## src/rtl/adder_21_pkg.sv

```systemverilog
// Shared constants and types for the adder_21 slice.
package adder_21_pkg;

  // Default operand width; the result carries one extra bit for carry-out.
  localparam int DEFAULT_WIDTH = 3;
  localparam int RES_W         = DEFAULT_WIDTH + 1;

  typedef logic [DEFAULT_WIDTH-1:0] operand_t;
  typedef logic [RES_W-1:0]         result_t;

endpackage : adder_21_pkg

```

## src/rtl/adder_21_fa.sv

```systemverilog
// Combinational 1-bit full adder: one cell of the ripple carry chain.
module adder_21_fa (
  input  logic a,
  input  logic b,
  input  logic ci,
  output logic s,
  output logic co
);

  // Sum and carry for one bit position.
  always_comb begin
    s  = a ^ b ^ ci;
    co = (a & b) | (ci & (a ^ b));
  end

endmodule : adder_21_fa

```

## src/rtl/adder_21_core.sv

```systemverilog
// Registered ripple-carry adder slice: sum = a + b + cin at WIDTH+1 bits,
// one cycle of latency, throughput of one result per cycle.
// Optional macro ADDER_21_OVF_EN adds a registered signed-overflow output ovf.
//
// Valid semantics: in_valid qualifies a/b/cin in the cycle it is high; the
// slice has no ready (never stalls). out_valid is high in the cycle after an
// accepted input and marks sum as fresh; with in_valid low, sum keeps its
// previous value and out_valid is low. Reset clears both and wins over in_valid.
module adder_21_core
  import adder_21_pkg::*;
#(
  parameter int WIDTH = DEFAULT_WIDTH
) (
  input  logic             clk,
  input  logic             rst_n,
  input  logic             in_valid,
  input  logic [WIDTH-1:0] a,
  input  logic [WIDTH-1:0] b,
  input  logic             cin,
`ifdef ADDER_21_OVF_EN
  output logic             ovf,
`endif
  output logic [WIDTH:0]   sum,
  output logic             out_valid
);

  // Carry chain: c[0] is the carry-in, c[WIDTH] becomes the carry-out bit.
  logic [WIDTH:0]   c;
  logic [WIDTH-1:0] s_bits;
  logic [WIDTH:0]   sum_next;

  assign c[0] = cin;

  genvar gi;
  generate
    for (gi = 0; gi < WIDTH; gi++) begin : g_fa
      adder_21_fa u_fa (
        .a  (a[gi]),
        .b  (b[gi]),
        .ci (c[gi]),
        .s  (s_bits[gi]),
        .co (c[gi+1])
      );
    end
  endgenerate

  assign sum_next = {c[WIDTH], s_bits};

  // Output register and valid flop; sum only loads on accepted inputs.
  always_ff @(posedge clk) begin
    if (!rst_n) begin
      sum       <= '0;
      out_valid <= 1'b0;
    end else begin
      out_valid <= in_valid;
      if (in_valid) begin
        sum <= sum_next;
      end
    end
  end

`ifdef ADDER_21_OVF_EN
  // Signed overflow of the WIDTH-bit sum: carries into and out of the MSB differ.
  always_ff @(posedge clk) begin
    if (!rst_n) begin
      ovf <= 1'b0;
    end else if (in_valid) begin
      ovf <= c[WIDTH] ^ c[WIDTH-1];
    end
  end
`endif

endmodule : adder_21_core

```

## config.mk

```make
export PLATFORM = sky130hd
export DESIGN_NAME = adder_21_core
export DESIGN_NICKNAME = d
export VERILOG_FILES = /design/src/rtl/adder_21_pkg.sv /design/src/rtl/adder_21_fa.sv /design/src/rtl/adder_21_core.sv
export SDC_FILE = /design/constraint.sdc
export NUM_CORES = 1
export LEC_CHECK = 0
export ABC_CLOCK_PERIOD_IN_PS = 1920
export BUFFER_PORTS_ARGS = -buffer_cell sky130_fd_sc_hd__buf_2
export CORE_AREA = 4 4 41 43
export CTS_CLUSTER_DIAMETER = 150
export DETAILED_ROUTE_END_ITERATION = 16
export DIE_AREA = 0 0 45 47
export GPL_ROUTABILITY_DRIVEN = 0
export GPL_TIMING_DRIVEN = 0
export SLEW_MARGIN = 30
export SYNTH_ARGS = -nofsm -noshare
export SYNTH_HDL_FRONTEND = slang
export SYNTH_SLANG_ARGS = --single-unit
```

## constraint.sdc

```tcl
create_clock -name clk -period 1.92 [get_ports clk]
set_input_delay 0.192 -clock clk [delete_from_list [all_inputs] [get_ports clk]]
set_output_delay 0.192 -clock clk [all_outputs]
set_load 0.01 [all_outputs]
```

==> results of run 1 <==
-- layer usage --
metal,part of all wire (%),up-vias
li1,-,109
met1,42,85
met2,43,10
met3,15,0
met4,0,0
met5,0,-
-- power breakdown --
group          leakage (nW)  switching (mW)  internal [mW]
clock network        0.0150          0.0392         0.0783
registers            0.0416         0.00366          0.113
logic                 0.169          0.0262         0.0282
total                 0.225          0.0690          0.220
-- logic make-up (layout without fill, tap and decap cells) --
group                      count (synthesis)  after routing  synth area share, %
AOI/OAI and AO/OA                          3              3                 11.4
adders and majority gates                  3              3                 22.9
buffers and inverters                      8             25                 14.3
DFF                                        5              5                 38.1
muxes                                      1              1                 3.81
and+or+nand+nor                            5              5                 9.53
-- flip-flops by register name, indices dropped and copies added (netlist names) --
signal and count:
sum 4, out_valid 1
-- cell usage after synthesis, drive strengths merged --
master	number	area (um2)
fa	3	60.1
and2	1	7.51
mux2i	1	10.0
nor2b	1	6.26
inv	7	26.3
o211a	3	30.0
dfxtp	5	100
nand2	3	11.3
buf	1	11.3
-- worst max-delay path, delay by kind of cell --
| family | cells | cell delay (ns) |
|---|---|---|
| adders and majority gates | 3 | 1.04 |
| buffers and inverters | 4 | 0.23 |
| AOI/OAI and AO/OA | 1 | 0.09 |
| and+or+nand+nor | 1 | 0.05 |
-- layout make-up --
cell class | instances | area, um2 | area share, %
Buffer | 1 | 11.3 | 3.02
Clock buffer | 4 | 26.3 | 7.05
Inverter | 7 | 26.3 | 7.05
Multi-Input combinational cell | 12 | 125 | 33.6
Sequential cell | 5 | 100 | 26.8
Tap cell | 15 | 18.8 | 5.03
Timing Repair Buffer | 13 | 65.1 | 17.4
-- worst paths after layout --
| check | start | end | slack, ns | cells past startpoint |
|---|---|---|---|---|
| max | a[0] | sum[2] | 0.43 | 9 |
| min | in_valid | out_valid | 0.21 | 2 |
| max reg2reg | sum[3] | sum[3] | 1.31 | 1 |
| min reg2reg | sum[2] | sum[2] | 0.48 | 1 |
-- stage by stage --
stage | utilization, % | cell area (um2) | std cells | hold slack, ns | total power [mW]
floorplan | - | 263 | 25 | 0.320 | 0.151
global placement | 26.6 | 347 | 53 | 0.454 | 0.173
detailed placement | 26.6 | 347 | 53 | 0.456 | 0.175
CTS | 28.7 | 373 | 57 | 0.207 | 0.298
global route | 28.7 | 373 | 57 | 0.220 | 0.313
finish | 28.7 | 373 | 57 | 0.211 | 0.289
==> results.py, run 1 <==
metrics = {
    "outcome": {
        "status": "completed",
    },
    "setup_path": {
        "cp_max_fo": 1,
        "worst-setup-path-type": "primary input to flop",
        "cp.required_ns": 2.05,
        "critPathCaptureType": "flop",
        "crit_arrival_ns": 1.62,
        "slowest_delay_ns": 0.47,
        "setup.worst_path.start_class": "primary input",
        "crit_slowest_cell": "fa_1",
        "crit_chain": "buf_2 -> inv_1 -> fa_1 -> inv_1 -> fa_1 -> inv_1 -> fa_1 -> nand2_1 -> o211a_1",
    },
    "sta": {
        "slew_viol_final": 0,
        "setup_ws_ns": 0.431,
        "finClkSkew_ns": 0,
        "worst_pin_slew_ns": 0.115,
        "slew_headroom_pct": 92.1,
        "max_freq_mhz": 672,
        "tns_ns": 0,
        "period_minus_slack_ns": 1.49,
        "finalCritPeriodShare_pct": 77.6,
        "hold_viol": 0,
        "rsz0062_at_grt": "false",
        "setup_viol": 0,
    },
    "synth": {
        "ys_types": 9,
        "synth_fp_nets": 38,
        "syn_area_um2": 263,
        "synth-seq-cells": 5,
        "ys_seq_area_share_pct": 38.1,
        "ys_warn_count": 0,
        "syn_area_per_cell_um2": 10.5,
        "syn_inst": 25,
    },
    "clock_network": {
        "postCtsSetupBuffers": 0,
        "cts_tree": "built",
        "clock-root-buffer": "clkbuf_4",
        "ctsHoldBuffers": 0,
        "clock_sinks": 5,
        "clk_latency_ns": 0.23,
        "cts_resized": 0,
        "cts.path.max_buffers": 2,
        "htree_levels": 1,
        "cts_buffers": 3,
        "clk_pin_slew_ns": 0.04,
    },
    "die": {
        "start_util_pct": 20.2,
        "io_pins": 15,
        "rows": 13,
        "die-area_um2": 2120,
        "core-area_um2": 1300,
        "die_w_um": 45,
        "die_y_um": 47,
    },
    "global_routing": {
        "met3_usage_pct": 6.13,
        "grt_util_all_layers_pct": 5.80,
        "grt_use_met1_pct": 5.54,
        "grt_overflow_total": 0,
        "grt_max_degree": 9,
        "busiest_layer": "met2",
        "grtUsageMet2_pct": 9.32,
        "grt_pass1_wl_um": 821,
        "grt_pass1_vias": 217,
        "grt_antenna_before_repair": 0,
    },
    "detailed_routing": {
        "wire_per_inst_um": 8.84,
        "drt_wl_total_um": 504,
        "viasPerCell": 3.58,
        "postRouteAntennaNets": 0,
        "first_pass_iters": 1,
        "via_count": 204,
        "drc": 0,
        "drtIter0Drc": 0,
    },
    "power_and_ir_drop": {
        "p_leak_nw": 0.225,
        "power.density_nw_per_um2": 774,
        "ir_drop_uv": 404,
    },
    "place": {
        "io_buffers": 13,
        "place_ws_ns": 0.164,
        "dp_hpwl_um": 447,
    },
    "final_layout": {
        "fin_nets": 56,
        "areaGrowthSynthToFinish_pct": 41.9,
        "n_fill_cell": 147,
        "layout-drive-gt1-share_pct": 42.9,
        "antenna_cells": 0,
        "layout_common_cells": "buf_2, inv_1, dfxtp_1",
        "layout_commonest_cell": "buf_2",
    },
    "worst_hold_path": {
        "hold_path.class": "primary input to flop",
    },
    "flow_run": {
        "cap_violations": 0,
    },
}
(Power assumes the default switching activity.)
==> run 2: changes to the inputs <==
--- a/config.mk
+++ b/config.mk
@@ -5,7 +5,8 @@
 export SDC_FILE = /design/constraint.sdc
 export NUM_CORES = 1
 export LEC_CHECK = 0
-export ABC_CLOCK_PERIOD_IN_PS = 1920
+export ABC_AREA = 1
+export ABC_CLOCK_PERIOD_IN_PS = 1300
 export BUFFER_PORTS_ARGS = -buffer_cell sky130_fd_sc_hd__buf_2
 export CORE_AREA = 4 4 41 43
 export CTS_CLUSTER_DIAMETER = 150
==> constraint.sdc (replaced) <==
create_clock -name clk -period 1.3 [get_ports clk]
set_input_delay 0.13 -clock clk [delete_from_list [all_inputs] [get_ports clk]]
set_output_delay 0.13 -clock clk [all_outputs]
set_load 0.01 [all_outputs]
==> results.py, run 2 <==
metrics = {
    "final_layout": {
        "layout_commonest_cell": "buf_2",
        "layout_common_cells": "buf_2, nor2_1, inv_1, nand2_1, dfxtp_1",
        "reg.largest.list": "sum: 4 flops, out_valid: 1 flops",
        "areaGrowthSynthToFinish_pct": 50.5,
        "fin_nets": 65,
        "multi_input_area_um2": 124,
        "largest_register_ffs": 4,
        "n_fill_cell": 157,
        "antenna_cells": 0,
        "layout-drive-gt1-share_pct": 45.1,
        "regMostFlops": "sum",
        "seq_area_um2": 100,
        "final_util_pct": 31.0,
    },
    "sta": {
        "hold_viol": 0,
        "slew_headroom_pct": 92.4,
        "max_freq_mhz": 747,
        "tns_ns": -0.0393,
        "slew_viol_final": 0,
        "setup_ws_ns": -0.0393,
        "finalCritPeriodShare_pct": 103,
        "finClkSkew_ns": 0,
        "rsz0062_at_grt": "true",
        "worst_pin_slew_ns": 0.113,
        "setup_viol": 1,
        "period_minus_slack_ns": 1.34,
    },
    "die": {
        "die_y_um": 47,
        "die-area_um2": 2120,
        "io_pins": 15,
        "core-area_um2": 1300,
        "rows": 13,
        "die_w_um": 45,
        "start_util_pct": 20.6,
    },
    "worst_hold_path": {
        "hold_path.class": "primary input to flop",
        "min_from": "in_valid",
    },
    "setup_path": {
        "crit_path_start": "b[0]",
        "r2r-start": "sum[1]",
        "worst-setup-path-type": "primary input to flop",
        "cp_max_fo": 1,
        "crit_arrival_ns": 1.47,
        "cp.required_ns": 1.43,
        "setup.worst_path.start_class": "primary input",
        "crit_top_cell": "inv_2",
        "crit_slowest_cell": "fa_1",
        "slowest_delay_ns": 0.47,
        "critPathCaptureType": "flop",
        "crit_chain": "buf_6 -> inv_2 -> fa_2 -> inv_2 -> fa_2 -> inv_2 -> fa_1 -> nand2_1 -> inv_1 -> nor2_1",
    },
    "synth": {
        "synth_fp_nets": 47,
        "ys_seq_area_share_pct": 37.4,
        "syn_area_per_cell_um2": 7.88,
        "async_reset_ff_share_pct": 0,
        "syn_inst": 34,
        "ys_types": 7,
        "syn_area_um2": 268,
        "synth-seq-cells": 5,
        "synth_top_flop_cell": "dfxtp_1",
        "synth_most_common_cell": "inv_1",
        "synth_edf_count": 0,
        "ys_warn_count": 0,
        "synth_area_leaders": "dfxtp_1, fa_1, inv_1, nor2_1, nand2_1",
        "ys_top_cells_by_count": "inv_1, nor2_1, nand2_1",
        "synth_top_area_share_pct": 37.4,
        "synth_top_cell_by_area": "dfxtp_1",
    },
    "detailed_routing": {
        "drc": 0,
        "viasPerCell": 3.55,
        "wire_per_inst_um": 8.06,
        "drtIter0Drc": 0,
        "drt_wl_total_um": 532,
        "postRouteAntennaNets": 0,
        "via_count": 234,
        "first_pass_iters": 1,
    },
    "clock_network": {
        "clk_latency_ns": 0.24,
        "clock_sinks": 5,
        "cts_buffers": 3,
        "clock-root-buffer": "clkbuf_4",
        "postCtsSetupBuffers": 0,
        "htree_levels": 1,
        "cts.path.max_buffers": 2,
        "ctsHoldBuffers": 0,
        "cts_tree": "built",
        "clk_pin_slew_ns": 0.04,
    },
    "outcome": {
        "failed_checks": "negative setup slack",
        "status": "complete, but fails checks",
    },
    "power_and_ir_drop": {
        "ir_drop_uv": 396,
        "power.total_uw": 440,
        "switching_share_pct": 25.4,
        "p_leak_nw": 0.231,
        "seqPwrFrac_pct": 39.2,
        "internal_power_uw": 328,
        "clkPwrFrac_pct": 39.8,
        "p_comb_share_pct": 21.0,
        "power.density_nw_per_um2": 1090,
        "switchingPower_uw": 112,
    },
    "place": {
        "place_ws_ns": -0.395,
        "dp_hpwl_um": 462,
        "io_buffers": 13,
    },
    "flow_run": {
        "cap_violations": 0,
    },
    "global_routing": {
        "grt_pass1_wl_um": 862,
        "grt_overflow_total": 0,
        "grt_max_degree": 10,
        "grt_pass1_vias": 212,
        "grt_util_all_layers_pct": 6.43,
        "grt_antenna_before_repair": 0,
    },
}
## run 2: path summary, 6_finish.rpt
path / endpoint / slack (ns) / cells past startpoint
worst max-delay path: sum[2] / -0.04 / 10
worst min-delay path: out_valid / 0.11 / 3
worst min register to register: sum[0] / 0.47 / 2
worst max register to register: sum[1] / 0.72 / 2
## run 2: cell type report
| type | instances | area share (%) |
|---|---|---|
| clock buffers | 4 | 6.52 |
| repair buffers | 13 | 19.3 |
| flip-flops and latches | 5 | 24.8 |
| multi-input cells | 18 | 30.7 |
| well taps | 15 | 4.66 |
| inverters | 10 | 11.2 |
| plain buffers | 1 | 2.80 |
## run 2: routing by layer
layer / vias up / global-route usage, % / routed length [um] / part of all wire [%]
met5: - / 0 / 0 / 0
met2: 12 / 9.04 / 272 / 51
met4: 0 / 3.51 / 0 / 0
met3: 0 / 5.75 / 75 / 14
li1: 126 / - / - / -
met1: 96 / 6.47 / 184 / 35
## run 2: power by group through the flow
| stage | Sequential (mW) | Combinational [mW] | Clock (mW) |
|---|---|---|---|
| CTS | 0.172 | 0.0955 | 0.185 |
| finish | 0.172 | 0.0923 | 0.175 |
| floorplan | 0.182 | 0.0473 | 0 |
| detailed placement | 0.175 | 0.0913 | 0 |
| global route | 0.173 | 0.108 | 0.202 |
| global placement | 0.174 | 0.0888 | 0 |
## run 2: cell families after synthesis
kind of cell	count (synthesis)	synth area share, %
simple gates	13	18.2
buf+inv	11	18.2
flops	5	37.4
compound gates	2	3.74
fa+ha+maj	3	22.4
## run 2: worst max-delay path: cells and delay by family
| kind | cells | cell delay, ns |
|---|---|---|
| adders and majority gates | 3 | 1.02 |
| buffers and inverters | 5 | 0.23 |
| and+or+nand+nor | 2 | 0.09 |
## run 2: metrics by stage
stage / cell area (um2) / cells / hold slack (ns)
6_report: 403 / 66 / 0.111
3_3_place_gp: 364 / 62 / 0.358
3_5_place_dp: 364 / 62 / 0.359
4_1_cts: 403 / 66 / 0.106
2_1_floorplan: 280 / 34 / 0.228
5_1_grt: 403 / 66 / 0.121
## run 2: what timing repair did
action,CTS,global route
resized for setup,3,0
pin swaps,5,0
endpoints found under the setup margin,2,2
endpoints found under the hold margin,0,0
